### src/rtl/microgreen_scan_scheduler_if.sv
// Host/classifier handshake bundle for microgreen_scan_scheduler.
//   Host side:       start, abort, tray_mask -> ; <- ready_map, scan_done, busy, timeout_err
//   Classifier side: <- tray_sel, cls_start ; cls_done, cls_result ->
// slave  : the scheduler itself
// master : whatever drives the scheduler (host + sensor mux + classifier)
interface microgreen_scan_scheduler_if #(
  parameter int NUM_TRAYS = 4
) ();
  localparam int SEL_W = $clog2(NUM_TRAYS);

  logic                 start;
  logic                 abort;
  logic [NUM_TRAYS-1:0] tray_mask;
  logic [SEL_W-1:0]     tray_sel;
  logic                 cls_start;
  logic                 cls_done;
  logic                 cls_result;
  logic [NUM_TRAYS-1:0] ready_map;
  logic                 scan_done;
  logic                 busy;
  logic                 timeout_err;

  modport slave (
    input  start, abort, tray_mask, cls_done, cls_result,
    output tray_sel, cls_start, ready_map, scan_done, busy, timeout_err
  );

  modport master (
    output start, abort, tray_mask, cls_done, cls_result,
    input  tray_sel, cls_start, ready_map, scan_done, busy, timeout_err
  );
endinterface

### src/rtl/microgreen_scan_scheduler.sv
// Sequences one shared BNN classifier over up to NUM_TRAYS sensor trays.
// Per enabled tray: select mux, settle, run VOTES classifications, majority
// vote into a shadow bitmap; the bitmap is published on ready_map when the
// scan completes.
// Ports:
//   clk, rst_n  : clock, async active-low reset
//   ena         : global hold; low freezes all state and masks cls_start
//   bus (slave) : host start/abort/mask/result handshake and classifier
//                 start/done handshake (see microgreen_scan_scheduler_if)
module microgreen_scan_scheduler #(
  parameter int NUM_TRAYS     = 4,
  parameter int VOTES         = 3,
  parameter int SETTLE_CYCLES = 2,
  parameter int TIMEOUT       = 8
) (
  input  logic                        clk,
  input  logic                        rst_n,
  input  logic                        ena,
  microgreen_scan_scheduler_if.slave  bus
);
  localparam int SEL_W = $clog2(NUM_TRAYS);

  localparam logic [2:0] VOTES_C     = 3'(VOTES);
  localparam logic [3:0] VOTES_X2    = 4'(VOTES);
  localparam logic [3:0] SETTLE_LAST = 4'(SETTLE_CYCLES - 1);
  localparam logic [7:0] TMO_LAST    = 8'(TIMEOUT - 1);

  typedef enum logic [2:0] {
    S_IDLE, S_SELECT, S_LAUNCH, S_WAIT, S_NEXT, S_DONE
  } state_t;

  state_t               state;
  logic [SEL_W-1:0]     sel;
  logic [NUM_TRAYS-1:0] mask_q;
  logic [NUM_TRAYS-1:0] shadow;
  logic [NUM_TRAYS-1:0] ready_q;
  logic                 tmo_err;
  logic                 tray_tmo;   // current tray ended by timeout
  logic [2:0]           vote_cnt;
  logic [2:0]           yes_cnt;
  logic [3:0]           settle_cnt;
  logic [7:0]           to_cnt;

  logic [NUM_TRAYS-1:0] sel_oh;
  logic [NUM_TRAYS-1:0] rem_mask;
  logic [NUM_TRAYS-1:0] shadow_upd;
  logic                 verdict;

  // Lowest set bit of m; trays are visited in ascending index order.
  function automatic logic [SEL_W-1:0] lowest(input logic [NUM_TRAYS-1:0] m);
    lowest = '0;
    for (int i = NUM_TRAYS - 1; i >= 0; i--)
      if (m[i]) lowest = SEL_W'(i);
  endfunction

  always_comb begin
    sel_oh   = NUM_TRAYS'(1) << sel;
    rem_mask = mask_q & ~sel_oh;
    // Strict majority: 2*yes > VOTES. A timed-out tray is never ready.
    verdict  = !tray_tmo && ({yes_cnt, 1'b0} > VOTES_X2);
    shadow_upd = verdict ? (shadow | sel_oh) : (shadow & ~sel_oh);
  end

  always_ff @(posedge clk or negedge rst_n) begin
    if (!rst_n) begin
      state      <= S_IDLE;
      sel        <= '0;
      mask_q     <= '0;
      shadow     <= '0;
      ready_q    <= '0;
      tmo_err    <= 1'b0;
      tray_tmo   <= 1'b0;
      vote_cnt   <= '0;
      yes_cnt    <= '0;
      settle_cnt <= '0;
      to_cnt     <= '0;
    end else if (ena) begin
      if (bus.abort && state != S_IDLE) begin
        // Abort drops the scan without touching the published results.
        state <= S_IDLE;
      end else begin
        case (state)
          S_IDLE: if (bus.start && !bus.abort) begin
            mask_q     <= bus.tray_mask;
            shadow     <= '0;
            tmo_err    <= 1'b0;
            tray_tmo   <= 1'b0;
            vote_cnt   <= '0;
            yes_cnt    <= '0;
            settle_cnt <= '0;
            sel        <= lowest(bus.tray_mask);
            // Empty mask falls through NEXT so ready_map is published as 0.
            state      <= (bus.tray_mask == '0) ? S_NEXT : S_SELECT;
          end
          S_SELECT: begin
            vote_cnt <= '0;
            yes_cnt  <= '0;
            tray_tmo <= 1'b0;
            if (settle_cnt == SETTLE_LAST) begin
              settle_cnt <= '0;
              state      <= S_LAUNCH;
            end else begin
              settle_cnt <= settle_cnt + 4'd1;
            end
          end
          S_LAUNCH: begin
            to_cnt <= '0;
            state  <= S_WAIT;
          end
          S_WAIT: begin
            // cls_done is checked first so a result on the expiry cycle counts.
            if (bus.cls_done) begin
              yes_cnt  <= yes_cnt + {2'b00, bus.cls_result};
              vote_cnt <= vote_cnt + 3'd1;
              state    <= (vote_cnt + 3'd1 == VOTES_C) ? S_NEXT : S_LAUNCH;
            end else if (to_cnt == TMO_LAST) begin
              tmo_err  <= 1'b1;
              tray_tmo <= 1'b1;
              state    <= S_NEXT;
            end else begin
              to_cnt <= to_cnt + 8'd1;
            end
          end
          S_NEXT: begin
            shadow <= shadow_upd;
            mask_q <= rem_mask;
            if (|rem_mask) begin
              sel        <= lowest(rem_mask);
              settle_cnt <= '0;
              state      <= S_SELECT;
            end else begin
              ready_q <= shadow_upd;
              state   <= S_DONE;
            end
          end
          S_DONE:  state <= S_IDLE;
          default: state <= S_IDLE;
        endcase
      end
    end
  end

  assign bus.tray_sel    = sel;
  assign bus.cls_start   = (state == S_LAUNCH) && ena;
  assign bus.scan_done   = (state == S_DONE);
  assign bus.busy        = (state != S_IDLE);
  assign bus.ready_map   = ready_q;
  assign bus.timeout_err = tmo_err;
endmodule
### src/flat_wrapper.sv
// flat-port wrapper written by rule: the top's interface ports become plain ports
module microgreen_scan_scheduler_flat 
#(
  parameter int NUM_TRAYS     = 4,
  parameter int VOTES         = 3,
  parameter int SETTLE_CYCLES = 2,
  parameter int TIMEOUT       = 8
)
  (clk, rst_n, ena, bus_start, bus_abort, bus_tray_mask, bus_cls_done, bus_cls_result, bus_tray_sel, bus_cls_start, bus_ready_map, bus_scan_done, bus_busy, bus_timeout_err);
  microgreen_scan_scheduler_if #(.NUM_TRAYS(NUM_TRAYS)) bus_i ();
  input  logic clk;
  input  logic rst_n;
  input  logic ena;
  input wire logic [$bits(bus_i.start)-1:0] bus_start;
  input wire logic [$bits(bus_i.abort)-1:0] bus_abort;
  input wire logic [$bits(bus_i.tray_mask)-1:0] bus_tray_mask;
  input wire logic [$bits(bus_i.cls_done)-1:0] bus_cls_done;
  input wire logic [$bits(bus_i.cls_result)-1:0] bus_cls_result;
  output wire logic [$bits(bus_i.tray_sel)-1:0] bus_tray_sel;
  output wire logic [$bits(bus_i.cls_start)-1:0] bus_cls_start;
  output wire logic [$bits(bus_i.ready_map)-1:0] bus_ready_map;
  output wire logic [$bits(bus_i.scan_done)-1:0] bus_scan_done;
  output wire logic [$bits(bus_i.busy)-1:0] bus_busy;
  output wire logic [$bits(bus_i.timeout_err)-1:0] bus_timeout_err;
  assign bus_i.start = bus_start;
  assign bus_i.abort = bus_abort;
  assign bus_i.tray_mask = bus_tray_mask;
  assign bus_i.cls_done = bus_cls_done;
  assign bus_i.cls_result = bus_cls_result;
  assign bus_tray_sel = bus_i.tray_sel;
  assign bus_cls_start = bus_i.cls_start;
  assign bus_ready_map = bus_i.ready_map;
  assign bus_scan_done = bus_i.scan_done;
  assign bus_busy = bus_i.busy;
  assign bus_timeout_err = bus_i.timeout_err;
  microgreen_scan_scheduler #(.NUM_TRAYS(NUM_TRAYS), .VOTES(VOTES), .SETTLE_CYCLES(SETTLE_CYCLES), .TIMEOUT(TIMEOUT)) u_core (.clk(clk), .rst_n(rst_n), .ena(ena), .bus(bus_i));
endmodule
### config.mk
export PLATFORM = sky130hd
export DESIGN_NAME = microgreen_scan_scheduler_flat
export DESIGN_NICKNAME = d
export VERILOG_FILES = /design/src/rtl/microgreen_scan_scheduler_if.sv /design/src/rtl/microgreen_scan_scheduler.sv /design/src/flat_wrapper.sv
export SDC_FILE = /design/constraint.sdc
export NUM_CORES = 1
export LEC_CHECK = 0
export CAP_MARGIN = 20
export CELL_PAD_IN_SITES_DETAIL_PLACEMENT = 0
export CELL_PAD_IN_SITES_GLOBAL_PLACEMENT = 1
export CORE_AREA = 2 2 74 76
export CTS_CLUSTER_SIZE = 14
export DETAILED_ROUTE_END_ITERATION = 8
export DIE_AREA = 0 0 76 78
export PLACE_DENSITY_LB_ADDON = 0.1
export SLEW_MARGIN = 20
export SYNTH_ARGS = -nofsm -noshare
export SYNTH_HDL_FRONTEND = slang
export SYNTH_SLANG_ARGS = --single-unit
### constraint.sdc
create_clock -name clk -period 2.65 [get_ports clk]
set_input_delay 0.53 -clock clk [delete_from_list [all_inputs] [get_ports clk]]
set_output_delay 0.53 -clock clk [all_outputs]
set_load 0.03 [all_outputs]
==> results_dict.tcl, run 1 <==
set metrics [dict create \
    status "finished clean" \
    max_stage_delay_ns 0.72 \
    syn-num-nets 258 \
    cts_sinks 37 \
    worstHoldPathType "in -> async" \
    portBuffers 20 \
    place_hpwl_mm 3.53 \
    cts_buffer_depth 2 \
    track_usage_pct 17.6 \
    antenna_found_initial 0 \
    clkTransAtPathRegs_ns 0.08 \
    initial_core_util_pct 42.8 \
    max-slew-margin-rel_pct 43.1 \
    critPathCaptureType "output port" \
    worstSetupStartpointType "primary input" \
    ios 21 \
    crit_buf_inv 2 \
    nets 287 \
    power_density_nw_per_um2 737 \
    drtPass1Iterations 4 \
    cts_max_level 2 \
    finalSetupTns_ns 0 \
    n_antenna_cell 0 \
    path_delay_family "buffers and inverters" \
    syn-cell-area_sq_um 2160 \
    yosysSeqAreaShare_pct 42.9 \
    place_area_sq_um 2480 \
    final_cell_mix "dfrtp_1, o21ai_0, nand2_1, clkdlybuf4s50_1, nor2_1" \
    wl_per_cell_um 14.4 \
    clk_latency_ns 0.29 \
    reg2regPathDepth 5 \
    worstMarginPinSlew_ns 0.853 \
    cts_tree "built" \
    yosys_warnings 0 \
    holdWs_ns 0.336 \
    drt_iter0_markers 110 \
    crit_path_start "ena" \
    cp_data_arrival_time_ns 2.00 \
    critPathSlowestCell "clkdlybuf4s50_1" \
    drc 0 \
    synth_edf_count 0 \
    die_y_um 78 \
    finClkSkew_ns 0.00286 \
    critPathCapture "bus_cls_start" \
    cts_root_buf "clkbuf_8" \
    rsz0062_at_grt "no" \
    cts_setup_buffers 0 \
    synth_seq_cells 37 \
    drv_slew 0 \
    path_class "in -> out" \
    r2r_setup_slack_ns 0.59 \
    hold_viol 0 \
    pwr-share-seq_pct 41.4 \
    final_common_cell "dfrtp_1" \
    cts_made_buffers 5 \
    cp_common_cell "clkdlybuf4s50_1" \
    grt_max_degree 38 \
    cts_resized 0 \
    drv_cap 0 \
    cp.depth 3 \
    internal_power_w 0.00113 \
    clockPowerShare_pct 20.9 \
    p_comb_share_pct 37.7 \
    synth_cells 240 \
    crit_required_ns 2.12 \
    place_congestion 0.808 \
    grt_pass1_vias 1795 \
    rows 26 \
    area_delta_synth_final_pct 18.9 \
    r2r_start "u_core.bus.tray_sel[0]" \
    core_area_sq_um 5040 \
    avgSynthCellArea_sq_um 8.99 \
    die_area_sq_um 5930 \
    finalSetupViolCount 0 \
    wl_mm 4.88 \
    ant_nets 0 \
    synth.distinct_cells 52 \
    via_per_inst 5.44 \
    min_period_ns 2.53 \
    max_freq_ghz 0.396 \
    post_route_cells_drive_above_1_share_pct 11.1 \
    grt_pass1_wl_mm 8.42 \
    r2r_end "u_core.bus.ready_map[0]" \
    switching_share_pct 40.3 \
    ys.flop_type "dfrtp_1" \
    p_total_w 0.00189 \
    power.leakage_nw 1.10 \
    period_share_pct 95.4 \
    grt.overflow.total 0 \
    path_cells "clkdlybuf4s50_1, nor3b_1, clkdlybuf4s50_1" \
    p_sw_w 0.000763 \
    final_area_sq_um 2560 \
    ir_worst_vdd_mv 0.438 \
    die_x_um 76 \
    async_flop_share_pct 100 \
    critical_path.max_fanout 2 \
    num_vias 1850 \
    cts_hold_buf 0 \
]
power groups by stage:
stage          Sequential [W]  Combinational [W]  Clock (W)
2_1_floorplan        0.000760           0.000499          0
3_3_place_gp         0.000794           0.000711          0
3_5_place_dp         0.000792           0.000708          0
4_1_cts              0.000781           0.000715   0.000406
5_1_grt              0.000806           0.000795   0.000427
6_report             0.000783           0.000713   0.000394
area by class of cell:
type,instances,area [sq um]
fillers,498,2480
multi-input cells,183,1140
flip-flops and latches,37,926
repair buffers,32,285
well taps,70,87.6
clock buffers,5,68.8
inverters,10,37.5
clock inverters,3,17.5
per-layer routing:
| metal | vias to the layer above | global-route usage (%) | part of all wire (%) | wire (um) |
|---|---|---|---|---|
| met1 | 875 | 24.8 | 52 | 2530 |
| met2 | 29 | 27.5 | 44 | 2150 |
| li1 | 942 | - | - | - |
| met3 | 4 | 3.49 | 3.2 | 158 |
| met4 | 0 | 5.27 | 0.90 | 44 |
| met5 | - | 0 | 0 | 0 |
cells in the mapped netlist (3+ instances only):
cell type  number  area share (%)
nand2_1        29             5.0
mux2_2          6             3.1
nor2b_1         7             2.0
nor2_1         16             2.8
a22o_1          4             1.6
o21ai_0        30             7.0
o211ai_1        3             1.0
nor3_1          6             1.4
clkbuf_1        6             1.0
o21bai_1        3             1.0
inv_1          10             1.7
ha_1            7             4.1
o31ai_1         6             2.1
nand2b_1        3            0.87
dfrtp_1        37              43
nand4_1         3            0.87
a21oi_1        10             2.3
o21ai_1         3            0.70
nand3_1         6             1.4
metrics by stage:
stage | std cells | setup WS (ns) | util (%)
floorplan | 240 | 0.687 | -
global placement | 332 | 0.126 | 49.2
detailed placement | 332 | 0.109 | 49.2
CTS | 340 | 0.109 | 50.9
global route | 340 | 0.0254 | 50.9
finish | 340 | 0.122 | 50.9
cell families after synthesis:
family	after synthesis	share of synthesized area (%)
AO/OA/AOI/OAI	81	24.4
XOR/XNOR	2	0.812
adder cells (fa/ha/maj)	7	4.06
buffers and inverters	20	4.12
flip-flops	37	42.9
multiplexers	8	4.06
AND/OR/NAND/NOR	85	19.6
how the worst min path moves through the flow:
stage                                 from                      end
after floorplan                      rst_n  u_core.bus.ready_map[0]
after global placement    u_core.mask_q[0]         u_core.mask_q[0]
after detailed placement  u_core.mask_q[0]         u_core.mask_q[0]
after CTS                            rst_n  u_core.bus.ready_map[2]
after global routing                 rst_n         u_core.mask_q[3]
final                                rst_n         u_core.mask_q[1]
worst register-to-register path: stages (launching register included):
cell	delay (ns)
dfrtp_1	0.62
nor4b_1	0.31
a211oi_1	0.15
nor2_1	0.21
and3_1	0.31
mux2_2	0.36
flip-flops by register name, indices dropped and copies added (netlist names):
register / count
u_core.settle_cnt: 4
u_core.shadow: 4
u_core.tray_tmo: 1
u_core.yes_cnt: 3
u_core.vote_cnt: 3
u_core.to_cnt: 8
u_core.mask_q: 4
u_core.bus.timeout_err: 1
u_core.bus.ready_map: 4
u_core.state: 3
u_core.bus.tray_sel: 2
Power figures use the tool's default switching activity.
==> run 2, diff against run 1 <==
--- a/config.mk
+++ b/config.mk
@@ -8,10 +8,11 @@
 export CAP_MARGIN = 20
 export CELL_PAD_IN_SITES_DETAIL_PLACEMENT = 0
 export CELL_PAD_IN_SITES_GLOBAL_PLACEMENT = 1
-export CORE_AREA = 2 2 74 76
+export CORE_AREA = 2 2 73 75
+export CTS_BUF_LIST = sky130_fd_sc_hd__clkbuf_8
 export CTS_CLUSTER_SIZE = 14
 export DETAILED_ROUTE_END_ITERATION = 8
-export DIE_AREA = 0 0 76 78
+export DIE_AREA = 0 0 75 77
 export PLACE_DENSITY_LB_ADDON = 0.1
 export SLEW_MARGIN = 20
 export SYNTH_ARGS = -nofsm -noshare
==> results_dict.tcl, run 2 (synthesized netlist as in run 1, its figures left out) <==
set metrics [dict create \
    status "finished clean" \
    drc 0 \
    cp_data_arrival_time_ns 1.99 \
    finClkSkew_ns 0.00717 \
    nets 285 \
    num_vias 1857 \
    grt_max_degree 38 \
    worstSetupStartpointType "flop" \
    drv_slew 0 \
    clkTransAtPathRegs_ns 0.07 \
    min_period_ns 2.52 \
    dr_wl_met2_mm 2.23 \
    worstMarginPinSlew_ns 0.819 \
    rows 26 \
    place_area_sq_um 2460 \
    final_area_sq_um 2600 \
    reg2regPathDepth 7 \
    power_density_nw_per_um2 789 \
    cts_tree "built" \
    antenna_found_initial 0 \
    ios 21 \
    wl_per_cell_um 14.2 \
    via_per_inst 5.49 \
    rsz0062_at_grt "no" \
    grt_pass1_wl_mm 8.29 \
    holdWs_ns 0.326 \
    cts_sinks 37 \
    final_common_cell "dfrtp_1" \
    die_x_um 75 \
    routed.top_layer "met4" \
    initial_core_util_pct 43.3 \
    die_y_um 77 \
    r2r_end "u_core.bus.ready_map[3]" \
    track_usage_pct 18.5 \
    cts_setup_buffers 0 \
    finalSetupTns_ns 0 \
    post_route_cells_drive_above_1_share_pct 10.4 \
    r2r_setup_slack_ns 0.47 \
    path_cells "nor2b_1, and2_1, clkdlybuf4s50_1" \
    p_total_w 0.00205 \
    crit_required_ns 2.12 \
    drv_cap 0 \
    place_congestion 0.791 \
    max-slew-margin-rel_pct 45.4 \
    portBuffers 20 \
    grt_pass1_vias 1711 \
    cts_root_buf "clkbuf_8" \
    r2r_start "u_core.state[2]" \
    place_hpwl_mm 3.46 \
    path_class "reg -> out" \
    critical_path.max_fanout 11 \
    critPathCaptureType "output port" \
    cts_made_buffers 5 \
    clk_latency_ns 0.29 \
    wl_mm 4.79 \
    critPathSlowestCell "clkdlybuf4s50_1" \
    n_antenna_cell 0 \
    drtPass1Iterations 4 \
    period_share_pct 95.0 \
    met3_wirelength_um 182 \
    cts_max_level 2 \
    grt.overflow.total 0 \
    final_cell_mix "dfrtp_1, o21ai_0, nand2_1, clkdlybuf4s50_1, nor2_1" \
    hold_viol 0 \
    drt_iter0_markers 116 \
    cts_hold_buf 0 \
    core_area_sq_um 4980 \
    cts_resized 0 \
    max_freq_ghz 0.397 \
    die_area_sq_um 5780 \
    drt-met1-wl_mm 2.34 \
    cts_buffer_depth 2 \
    max_stage_delay_ns 0.67 \
    ant_nets 0 \
    finalSetupViolCount 0 \
    regMostFlops "u_core.to_cnt" \
    power.leakage_nw 1.11 \
    final_util_pct 52.2 \
    largest_reg_flops 8 \
    area_delta_synth_final_pct 20.4 \
    ir_worst_vdd_mv 0.289 \
    fillCellCount 497 \
    worstHoldPathType "in -> async" \
]
[run 2: final cells by class]
type / instances / area [sq um] / area share, %
clock inverters: 3 / 65.1 / 2.50
inverters: 10 / 37.5 / 1.45
well taps: 70 / 87.6 / 3.37
clock buffers: 5 / 68.8 / 2.65
multi-input cells: 183 / 1140 / 44.0
flip-flops and latches: 37 / 926 / 35.6
repair buffers: 30 / 270 / 10.4
[run 2: stage by stage]
step	worst slack, ns	instances
after floorplan	0.687	240
after global placement	0.208	330
after detailed placement	0.151	330
after CTS	0.107	338
after global routing	0.00506	338
final	0.131	338
[run 2: routing by layer]
layer  vias to the layer above  global-route usage [%]
met5                         -                       0
met4                         0                    5.36
met3                         2                    3.55
met2                        38                    27.8
met1                       880                    26.9
li1                        937                       -
[run 2: worst max-delay path by stage]
stage	depth (start not counted)	startpoint	end	slack (ns)
after global placement	5	bus_abort	u_core.settle_cnt[3]	0.21
after detailed placement	6	bus_abort	u_core.settle_cnt[3]	0.15
after floorplan	3	u_core.state[2]	bus_cls_start	0.69
after CTS	3	u_core.state[2]	bus_cls_start	0.11
final	3	u_core.state[1]	bus_scan_done	0.13
after global routing	3	u_core.state[2]	bus_cls_start	0.005
[run 2: power by group]
| part | leakage (nW) | switching (W) | internal (W) |
|---|---|---|---|
| clock | 0.0681 | 0.000205 | 0.000374 |
| combinational | 0.541 | 0.000387 | 0.000280 |
| sequential | 0.505 | 0.000155 | 0.000648 |
| total | 1.11 | 0.000746 | 0.00130 |
[run 2: critical path, delay by kind of cell (launching register included)]
kind          cells  cell delay, ns
buf+inv           1            0.67
simple gates      2            0.52
flops             1            0.52
==> run 3, diff against run 2 <==
--- a/config.mk
+++ b/config.mk
@@ -8,11 +8,11 @@
 export CAP_MARGIN = 20
 export CELL_PAD_IN_SITES_DETAIL_PLACEMENT = 0
 export CELL_PAD_IN_SITES_GLOBAL_PLACEMENT = 1
-export CORE_AREA = 2 2 73 75
+export CORE_AREA = 2 2 76 78
 export CTS_BUF_LIST = sky130_fd_sc_hd__clkbuf_8
 export CTS_CLUSTER_SIZE = 14
 export DETAILED_ROUTE_END_ITERATION = 8
-export DIE_AREA = 0 0 75 77
+export DIE_AREA = 0 0 78 80
 export PLACE_DENSITY_LB_ADDON = 0.1
 export SLEW_MARGIN = 20
 export SYNTH_ARGS = -nofsm -noshare
==> constraint.sdc (replaced) <==
create_clock -name clk -period 2.1 [get_ports clk]
set_input_delay 0.42 -clock clk [delete_from_list [all_inputs] [get_ports clk]]
set_output_delay 0.42 -clock clk [all_outputs]
set_load 0.03 [all_outputs]
==> results_dict.tcl, run 3 (synthesized netlist as in run 1, its figures left out) <==
set metrics [dict create \
    status "finished clean" \
    cts_made_buffers 5 \
    critical_path.max_fanout 13 \
    cp_data_arrival_time_ns 1.56 \
    num_vias 1923 \
    critPathCaptureType "output port" \
    cts_max_level 2 \
    grt.overflow.total 0 \
    cts_tree "built" \
    rows 27 \
    track_usage_pct 18.2 \
    die_x_um 78 \
    finalSetupTns_ns 0 \
    wl_mm 5.09 \
    antenna_found_initial 0 \
    grt_pass1_wl_mm 9.00 \
    area_delta_synth_final_pct 29.1 \
    min_period_ns 1.98 \
    path_cells "buf_4, clkdlybuf4s50_1" \
    crit_required_ns 1.68 \
    finalNonFillerCells 365 \
    finClkSkew_ns 0.00774 \
    final_util_pct 51.5 \
    cts_sinks 37 \
    power_density_nw_per_um2 963 \
    wl_per_cell_um 14.0 \
    clkTransAtPathRegs_ns 0.08 \
    worstHoldPathType "in -> async" \
    max_stage_delay_ns 0.69 \
    drc 0 \
    drv_cap 0 \
    drt_iter0_markers 84 \
    n_antenna_cell 0 \
    final_cell_mix "buf_4, dfrtp_1, o21ai_0, nand2_1" \
    worstMarginPinSlew_ns 0.510 \
    largest_reg_flops 8 \
    post_route_cells_drive_above_1_share_pct 20.8 \
    dp_slack_ns -0.198 \
    cts_root_buf "clkbuf_8" \
    core_area_sq_um 5410 \
    fillCellCount 547 \
    finalSetupViolCount 0 \
    portBuffers 20 \
    hold_viol 0 \
    die_y_um 80 \
    nets 310 \
    path_delay_family "buffers and inverters" \
    worstSetupStartpointType "flop" \
    critPathSlowestCell "clkdlybuf4s50_1" \
    grt_pass1_vias 1857 \
    cts_buffer_depth 2 \
    drv_slew 0 \
    die_area_sq_um 6240 \
    max-slew-margin-rel_pct 65.9 \
    initial_core_util_pct 39.9 \
    power.leakage_nw 1.23 \
    regMostFlops "u_core.to_cnt" \
    path_class "reg -> out" \
    dp.cells 356 \
    clk_latency_ns 0.29 \
    final_common_cell "buf_4" \
    grt_max_degree 38 \
    p_total_w 0.00268 \
    crit_buf_inv 2 \
    ant_nets 0 \
    setup_ws_ns 0.120 \
    cts_hold_buf 0 \
    period_share_pct 94.3 \
    ir_worst_vdd_mv 0.671 \
    via_per_inst 5.27 \
    place_hpwl_mm 3.73 \
    drtPass1Iterations 6 \
    place_congestion 0.750 \
    ios 21 \
    max_freq_ghz 0.505 \
]
[run 3: changes by cell type in the layout (fill, tap and decap cells not counted), moves of 3 or more]
cell / delta
buf_4: +27
clkdlybuf4s50_1: -3
dfrtp_1: -3
dfrtp_2: +3
[run 3: final timing paths]
| path | startpoint | end | slack, ns | cells past startpoint |
|---|---|---|---|---|
| setup / recovery | u_core.bus.tray_sel[0] | bus_tray_sel[0] | 0.12 | 2 |
| hold / removal | rst_n | u_core.mask_q[3] | 0.17 | 2 |
| setup reg to reg | u_core.mask_q[2] | u_core.bus.ready_map[2] | 0.16 | 6 |
| hold reg to reg | u_core.settle_cnt[3] | u_core.settle_cnt[3] | 0.49 | 1 |
| max in group asynchronous | rst_n | u_core.state[0] | 1.56 | 2 |
| min in group clk | u_core.settle_cnt[3] | u_core.settle_cnt[3] | 0.49 | 1 |
[run 3: metal layers]
layer | wire length, um | GRT usage [%] | vias to the layer above
met5 | 0 | 0 | -
met4 | 31 | 4.74 | 0
met3 | 141 | 3.39 | 4
met2 | 2180 | 27.3 | 34
met1 | 2740 | 27.0 | 896
li1 | - | - | 989
[run 3: per-stage QoR]
stage / area (sq um) / hold slack [ns]
floorplan: 2160 / 0.124
global placement: 2640 / 0.467
detailed placement: 2640 / 0.479
CTS: 2760 / 0.189
global route: 2790 / 0.229
finish: 2790 / 0.172
[run 3: area by class of cell]
cell class	instances	area, sq um	share of cell area, %
Multi-Input combinational cell	183	1160	41.5
Sequential cell	37	930	33.4
Timing Repair Buffer	55	452	16.2
Tap cell	72	90.1	3.23
Clock buffer	6	82.6	2.96
Clock inverter	2	37.5	1.35
Inverter	10	37.5	1.35
[run 3: power breakdown]
part           total, W  leakage, nW  switching (W)  internal, W
registers      0.000976        0.501       0.000153     0.000823
logic           0.00105        0.669       0.000589     0.000462
clock network  0.000654       0.0574       0.000267     0.000386
total           0.00268         1.23        0.00101      0.00167
[run 3: what timing repair did]
| item | in CTS | in global routing |
|---|---|---|
| endpoints found under the setup margin | 1 | 10 |
| gates resized for setup | 3 | 5 |
| setup buffers | 0 | 1 |
